### config.mk
export PLATFORM = sky130hd
export DESIGN_NAME = ibex_rvfi_trace_buf
export DESIGN_NICKNAME = d
export VERILOG_FILES = /design/src/rtl/ibex_rvfi_trace_buf.sv
export SDC_FILE = /design/constraint.sdc
export NUM_CORES = 1
export LEC_CHECK = 0
export BUFFER_PORTS_ARGS = -buffer_cell sky130_fd_sc_hd__buf_2
export CORE_MARGIN = 2
export CORE_UTILIZATION = 44
export DETAILED_ROUTE_END_ITERATION = 16
export PLACE_DENSITY = 0.63
export SETUP_SLACK_MARGIN = 0.02
export SLEW_MARGIN = 25
export SYNTH_ARGS = -nofsm -noshare
export SYNTH_HDL_FRONTEND = slang
export SYNTH_SLANG_ARGS = --single-unit
export TNS_END_PERCENT = 30
### constraint.sdc
create_clock -name clk_i -period 12.6 [get_ports clk_i]
set_input_delay 1.26 -clock clk_i [delete_from_list [all_inputs] [get_ports clk_i]]
set_output_delay 1.26 -clock clk_i [all_outputs]
set_load 0.02 [all_outputs]
### src/rtl/ibex_rvfi_trace_buf.sv
// RVFI retirement-trace capture buffer (stream / trap-filter / wrap-and-trigger) with a valid/ready drain port.
// Record visible 1 cycle after capture; drain stalls never reach the core (stream modes drop when full, wrap mode overwrites oldest).
module ibex_rvfi_trace_buf #(
    parameter int unsigned Depth    = 16,
    parameter int unsigned PostTrig = 8,
    parameter bit          CapTagEn = 1'b1,
    parameter int unsigned DropW    = 16
) (
    input  logic                     clk_i,
    input  logic                     rst_ni,
    input  logic                     rvfi_valid_i,
    input  logic [31:0]              rvfi_pc_rdata_i,
    input  logic [31:0]              rvfi_insn_i,
    input  logic [4:0]               rvfi_rd_addr_i,
    input  logic [31:0]              rvfi_rd_wdata_i,
    input  logic                     rvfi_rd_tag_i,
    input  logic                     rvfi_trap_i,
    input  logic                     rvfi_intr_i,
    input  logic [1:0]               mode_i,
    input  logic [31:0]              trig_pc_i,
    input  logic                     clear_i,
    output logic                     out_valid_o,
    input  logic                     out_ready_i,
    output logic [31:0]              rec_pc_o,
    output logic [31:0]              rec_insn_o,
    output logic [31:0]              rec_rd_wdata_o,
    output logic [4:0]               rec_rd_addr_o,
    output logic                     rec_rd_tag_o,
    output logic                     rec_trap_o,
    output logic                     rec_intr_o,
    output logic [$clog2(Depth):0]   count_o,
    output logic [DropW-1:0]         drop_cnt_o,
    output logic                     frozen_o
);
    localparam int unsigned   AW        = $clog2(Depth);
    localparam int unsigned   CW        = AW + 1;
    localparam logic [CW-1:0] FULL      = CW'(Depth);
    localparam logic [CW-1:0] POST_INIT = CW'(PostTrig);

    typedef struct packed {
        logic [31:0] pc;
        logic [31:0] insn;
        logic [31:0] wdata;
        logic [4:0]  rd_addr;
        logic        rd_tag;
        logic        trap;
        logic        intr;
    } rec_t;

    typedef enum logic [1:0] {IDLE, ARMED, POST, FROZEN} state_t;

    rec_t             mem [Depth];
    rec_t             wr_rec;
    rec_t             rd_rec;
    logic [AW-1:0]    wp, rp;
    logic [CW-1:0]    cnt, post_cnt, post_cnt_nxt;
    logic [DropW-1:0] drop_cnt;
    state_t           state, state_nxt;
    logic             pop, full, trig, elig, push, overwrite, drop;

    assign pop  = (cnt != '0) && out_ready_i;
    assign full = (cnt == FULL);
    assign trig = rvfi_valid_i && (rvfi_trap_i || (rvfi_pc_rdata_i == trig_pc_i));

    assign wr_rec = '{pc: rvfi_pc_rdata_i, insn: rvfi_insn_i, wdata: rvfi_rd_wdata_i,
                      rd_addr: rvfi_rd_addr_i, rd_tag: rvfi_rd_tag_i & CapTagEn,
                      trap: rvfi_trap_i, intr: rvfi_intr_i};

    always_comb begin
        elig         = 1'b0;
        push         = 1'b0;
        overwrite    = 1'b0;
        drop         = 1'b0;
        state_nxt    = state;
        post_cnt_nxt = post_cnt;

        case (mode_i)
            2'd1:    elig = rvfi_valid_i;
            2'd2:    elig = rvfi_valid_i && ((state == ARMED) || (state == POST));
            2'd3:    elig = rvfi_valid_i && (rvfi_trap_i || rvfi_intr_i);
            default: elig = 1'b0;
        endcase

        // Wrap mode never refuses a record: a full buffer sheds its oldest entry instead.
        if (mode_i == 2'd2) begin
            push      = elig;
            overwrite = elig && full && !pop;
        end else begin
            push = elig && (!full || pop);
            drop = elig && full && !pop;
        end

        if (mode_i != 2'd2) begin
            state_nxt = IDLE;
        end else begin
            case (state)
                IDLE:  state_nxt = ARMED;
                ARMED: begin
                    if (trig) begin
                        post_cnt_nxt = POST_INIT;
                        if (PostTrig == 0) state_nxt = FROZEN;
                        else               state_nxt = POST;
                    end
                end
                POST: begin
                    if (push) begin
                        post_cnt_nxt = post_cnt - CW'(1);
                        if (post_cnt == CW'(1)) state_nxt = FROZEN;
                    end
                end
                default: state_nxt = state;
            endcase
        end
    end

    always_ff @(posedge clk_i or negedge rst_ni) begin
        if (!rst_ni) begin
            wp       <= '0;
            rp       <= '0;
            cnt      <= '0;
            drop_cnt <= '0;
            post_cnt <= '0;
            state    <= IDLE;
        end else if (clear_i) begin
            wp       <= '0;
            rp       <= '0;
            cnt      <= '0;
            drop_cnt <= '0;
            post_cnt <= '0;
            state    <= IDLE;
        end else begin
            if (push)              wp <= wp + AW'(1);
            if (pop || overwrite)  rp <= rp + AW'(1);
            cnt <= cnt + CW'(push && !overwrite) - CW'(pop);
            if (drop && (drop_cnt != '1)) drop_cnt <= drop_cnt + DropW'(1);
            post_cnt <= post_cnt_nxt;
            state    <= state_nxt;
        end
    end

    // Storage is deliberately unreset; out_valid_o qualifies the read side.
    always_ff @(posedge clk_i) begin
        if (push && !clear_i) mem[wp] <= wr_rec;
    end

    assign rd_rec         = mem[rp];
    assign out_valid_o    = (cnt != '0);
    assign rec_pc_o       = rd_rec.pc;
    assign rec_insn_o     = rd_rec.insn;
    assign rec_rd_wdata_o = rd_rec.wdata;
    assign rec_rd_addr_o  = rd_rec.rd_addr;
    assign rec_rd_tag_o   = CapTagEn ? rd_rec.rd_tag : 1'b0;
    assign rec_trap_o     = rd_rec.trap;
    assign rec_intr_o     = rd_rec.intr;
    assign count_o        = cnt;
    assign drop_cnt_o     = drop_cnt;
    assign frozen_o       = (state == FROZEN);
endmodule

# Word-level counts from Yosys, hierarchy flattened
# Memory sizes are Yosys's and may differ from the RTL's.
# Cells that the tools add are included.
[op_classes] muxes=24 reduce_logical=28 n_addsub=6 eq_ne=17 div_mod_pow=0 bitwise=0 multipliers=0 shifts=0 magnitude_cmp=0
[op_table] operator="$eq A32 B32 Y1" n=1
[op_table] operator="$mux W16" n=2
[op_table] operator="$mux W5" n=5
[op_table] operator="$add A16 B1 Y16 const B" n=1
[op_table] operator="$mux W4" n=4
[op_table] operator="$ne A16 B16 Y1 const B" n=1
[op_table] operator="$logic_and A1 B1 Y1" n=10
[op_table] operator="$mux W2" n=5
[op_table] operator="$pmux W5 S2" n=1
[op_table] operator="$reduce_bool A5 Y1" n=2
[op_table] operator="$add A4 B1 Y4 const B" n=2
[op_table] operator="$eq A2 B2 Y1 const B" n=4
[op_table] operator="$ne A4 B3 Y1 const B" n=2
[op_table] operator="$reduce_and A4 Y1" n=2
[op_table] operator="$ne A3 B3 Y1 const B" n=2
[op_table] operator="$pmux W2 S3" n=1
[op_table] operator="$reduce_bool A2 Y1" n=3
[op_table] operator="$add A5 B1 Y5" n=1
[op_table] operator="$eq A5 B1 Y1 const B" n=1
[op_table] operator="$eq A5 B5 Y1 const B" n=1
[op_table] operator="$logic_or A1 B1 Y1" n=5
[op_table] operator="$mux W1" n=5
[op_table] operator="$sub A5 B1 Y5" n=1
[op_table] operator="$sub A5 B1 Y5 const B" n=1
[op_table] operator="other kinds (7)" n=12
[word_totals] mem_count=1 out_inout_bits=127 word_cells=82 mem_bits_rw=1664 in_bits=143 ff_bits=36 latch_bits=0 mem_bits_ro=0
[mem_list] name="mem" depth=16 width=104 read_ports=1 rd_ports_with_merged_regs=0 write_ports=1 line_no="52" source="rec_t mem [Depth];"

# Logic depth before layout (Yosys ltp)
[depth] word_depth=12 mapped_depth=15 ltp_nobuf=15

# Worst setup path after synthesis
# Ideal clock, no wire load.
[synth_path] path_type="in2reg" start="in mode_i[1]" end="mem mem[1][0] (netlist bit), enable pin" path_buffers=0 required_time_ns=11.906 setup_slack_ns=2.727 path_stages=6 arrival_ns=9.179 cell_sequence="a21oi_1 a311oi_2 nand2_1 nor2_1 nand2_1 nor3_1"
[synth_between] elab_chain_cells=7 word_cells_on_any_way=9
[synth_rtl] element="start: declaration" line_no="19" source="input logic [1:0] mode_i,"
[synth_rtl] element="$eq A2 B2 Y1, or another cell as far along" line_no="77" source="case (mode_i)"
[synth_rtl] element="$pmux W1 S3" line_no="77"
[synth_rtl] element="$logic_and A1 B1 Y1" line_no="89" source="push = elig && (!full || pop);"
[synth_rtl] element="$mux W1 *" line_no="85" source="if (mode_i == 2'd2) begin"
[synth_rtl] element="$logic_and A1 B1 Y1 *" line_no="143" source="if (push && !clear_i) mem[wp] <= wr_rec;"
[synth_rtl] element="$mux W1 *" line_no="143"
[synth_rtl] element="$mux W1 (implied by the code) *" line_no="143"
[synth_rtl] element="end: declaration" line_no="52"
# Mark *: on every way between the ends. The rest lies on a longest branch, timed or not.

# Worst setup path in the final report
[layout_path] start="reg rp[1]" end="out rec_pc_o[4]"
[layout_between] elab_chain_cells=1
[layout_rtl] element="start: declaration" line_no="55" source="logic [AW-1:0] wp, rp;"
[layout_rtl] element="start signal: assignment" line_no="133" source="if (pop || overwrite) rp <= rp + AW'(1);"
[layout_rtl] element="$mem_v2 Z16 W104"
[layout_rtl] element="end: declaration" line_no="24" source="output logic [31:0] rec_pc_o,"
# Every way passes these cells.

==> results_dict.tcl <==
set metrics [dict create \
    outcome "finished, final reports clean" \
    cp.depth 5 \
    crit_arrival_ps 5040 \
    crit_chain "buf_4 -> buf_4 -> mux4_2 -> mux4_2 -> buf_2" \
    yosys-top-cells-count "edfxtp_1 (1664), mux4_2 (520), clkbuf_1 (64)" \
    worstPathRequired_ps 11340 \
    endpoint_kind "output port" \
    initial_core_util_pct 44.2 \
    setup_tns_ps 0 \
    clock_skew_ps 34.0 \
    clock-sinks 1700 \
    fmax_mhz 159 \
    grt_pass1_vias 31400 \
    post_cts_buffers 0 \
    period_minus_slack_ps 6300 \
    detail_route.wl_per_cell_um 29.8 \
    rows 141 \
    setup_viol 0 \
    ant_nets 0 \
    grt_pass1_wl_mm 218 \
    ys_types 49 \
    async_flop_share_pct 2.12 \
    final-max-slew-violation-count 0 \
    syn-num-nets 2783 \
    routed_wl_mm 151 \
    pre_cts_slack_ps 7030 \
    worst_skew_pair.late_latency_ps 810 \
    drive_above_1_share_pct 35.2 \
    irDropWorstVdd_uv 117 \
    tritoncts "done" \
    power_per_cell_area_mw_per_mm2 183 \
    grt.total_usage_pct 20.3 \
    grt_overflow 0 \
    ioPinCount 270 \
    synth.avg_cell_area_um2 24.8 \
    critPathMaxFanout 69 \
    root_buffer "clkbuf_16" \
    synth_top_area_cell "edfxtp_1" \
    critPathLaunchType "flip-flop" \
    ys.flop_type "edfxtp_1" \
    critical_path.top_delay_family "buffers and inverters" \
    r2r.worst_path.cells 9 \
    finalHoldViolCount 0 \
    dieArea_mm2 0.151 \
    relSlewSlack_pct 29.9 \
    worst_slack_ps 6300 \
    die_h_um 388 \
    yosysMostFrequentCell "edfxtp_1" \
    fin_crit_sh_pct 50.0 \
    synth_seq_cells 1700 \
    synth-edff-count 1664 \
    dieWidth_um 388 \
    syn-cell-area_mm2 0.0650 \
    yosysTopAreaCellShare_pct 76.9 \
    fin_nets 3140 \
    worst_pin_slew_ps 1050 \
    grt_max_degree 164 \
    syn_inst 2621 \
    crit_path_max_incr_delay_ps 1010 \
    firstDrtPassIters 7 \
    hpwlAfterDp_mm 72.3 \
    vias 29400 \
    critPathBufInv 3 \
    critPathKind "reg2out" \
    maxCapViolations 0 \
    viasPerCell 5.82 \
    rsz0062_at_grt "no" \
    area_growth_pct 14.2 \
    antenna_found_initial 33 \
    cts_resized 0 \
    place_congestion 0.774 \
    yosys_warnings 0 \
    port_buffers 269 \
    htreeDepth 4 \
    cts_buffer_depth 3 \
    min_path_type "in2async" \
    core_area_mm2 0.147 \
    yosys-top-cells-area "edfxtp_1 (77%), mux4_2 (18%), dfrtp_1 (1.4%), xnor2_1 (0.62%), clkbuf_1 (0.37%)" \
    cts_hold_buf 0 \
    drtIter0Drc 3216 \
    worst_path_max_delay_cell "dfrtp_4" \
    cts_buffers 173 \
    synth_seq_area_share_pct 78.3 \
    cts.clk_slew.worst_paths_ps 60 \
    total_leakage_power_nw 22.8 \
    drc 0 \
]
report_power, final:
group / total (W) / internal, W / switching [W]
clock network: 0.00483 / 0.00273 / 0.00210
logic: 0.00244 / 0.00125 / 0.00119
registers: 0.00632 / 0.00624 / 0.0000751
total: 0.0136 / 0.0102 / 0.00336
layout by cell type, fill, tap and decap left out, types with 19 or more instances in the layout:
master     Yosys  routed
clkinv_1       0      45
nand2_1       23      23
clkbuf_16      0     176
inv_1         19      19
edfxtp_1    1664    1664
clkbuf_1      64      37
mux4_2       520     520
nor2_1        46      34
buf_4          0      24
xnor2_1       46      46
clkinv_2       0      34
dfrtp_1       36      32
buf_2         46     269
state kept, by name, summed over array words and instances (netlist names):
register and flops:
drop_cnt_o 16, state 2, post_cnt 5, mem 1664, count_o 5, wp 4, rp 4
through the flow:
stage	cells	cell area [µm²]	hold WS (ps)	util, %	total power [W]
finish	5061	74200	574	50.4	0.0136
global placement	4730	68700	533	46.7	0.00886
floorplan	2621	65000	517	-	0.00827
global route	5055	74200	594	50.4	0.0141
detailed placement	4730	68700	573	46.7	0.00892
CTS	5049	74100	556	50.3	0.0137
worst paths after layout:
check / startpoint / to / slack, ps
max in group asynchronous: rst_ni / rp[0]$_DFFE_PN0P_ / 11350
hold reg to reg: drop_cnt_o[1]$_DFFE_PN0P_ / drop_cnt_o[1]$_DFFE_PN0P_ / 590
setup / recovery: rp[1]$_DFFE_PN0P_ / rec_pc_o[4] / 6300
hold / removal: rst_ni / count_o[3]$_DFF_PN0_ / 570
min in group clk_i: drop_cnt_o[1]$_DFFE_PN0P_ / drop_cnt_o[1]$_DFFE_PN0P_ / 590
setup reg to reg: state[0]$_DFFE_PN0P_ / mem[10][39]$_DFFE_PP_ / 8410
kinds of logic (layout without fill, tap and decap cells):
family | Yosys count | in the layout | synth area share, %
DFF | 1700 | 1700 | 78.3
muxes | 522 | 522 | 18.1
and+or+nand+nor | 150 | 150 | 1.27
buffers and inverters | 147 | 648 | 0.996
xor gates and xnor gates | 54 | 54 | 0.728
AOI/OAI and AO/OA | 29 | 29 | 0.291
adders and majority gates | 19 | 19 | 0.377
other | 0 | 9 | 0
per-layer routing:
metal / GRT usage (%) / up-vias / share of wire, %
met5: 0 / - / 0.13
met4: 5.44 / 32 / 2.1
met3: 5.17 / 253 / 8.0
met2: 32.5 / 1102 / 49
met1: 27.8 / 16000 / 40
li1: - / 12100 / -
final cells by class:
| cell class | instances | area (µm²) |
|---|---|---|
| antenna | 9 | 22.5 |
| clock buffer | 213 | 4540 |
| clock inverter | 106 | 800 |
| fill | 11400 | 73000 |
| inverter | 19 | 71.3 |
| multi-input combinational | 774 | 13600 |
| sequential | 1700 | 50900 |
| tap | 1930 | 2410 |
| timing repair buffer | 310 | 1870 |
worst register-to-register path, stage by stage (launching register included):
cell and delay [ps]:
dfrtp_1 410, inv_1 110, ha_1 350, a21oi_1 100, a311oi_2 450, nand2_1 190
nor2_1 240, nand2_1 280, nor2_4 730, buf_4 880
Power figures use the tool's default switching activity.
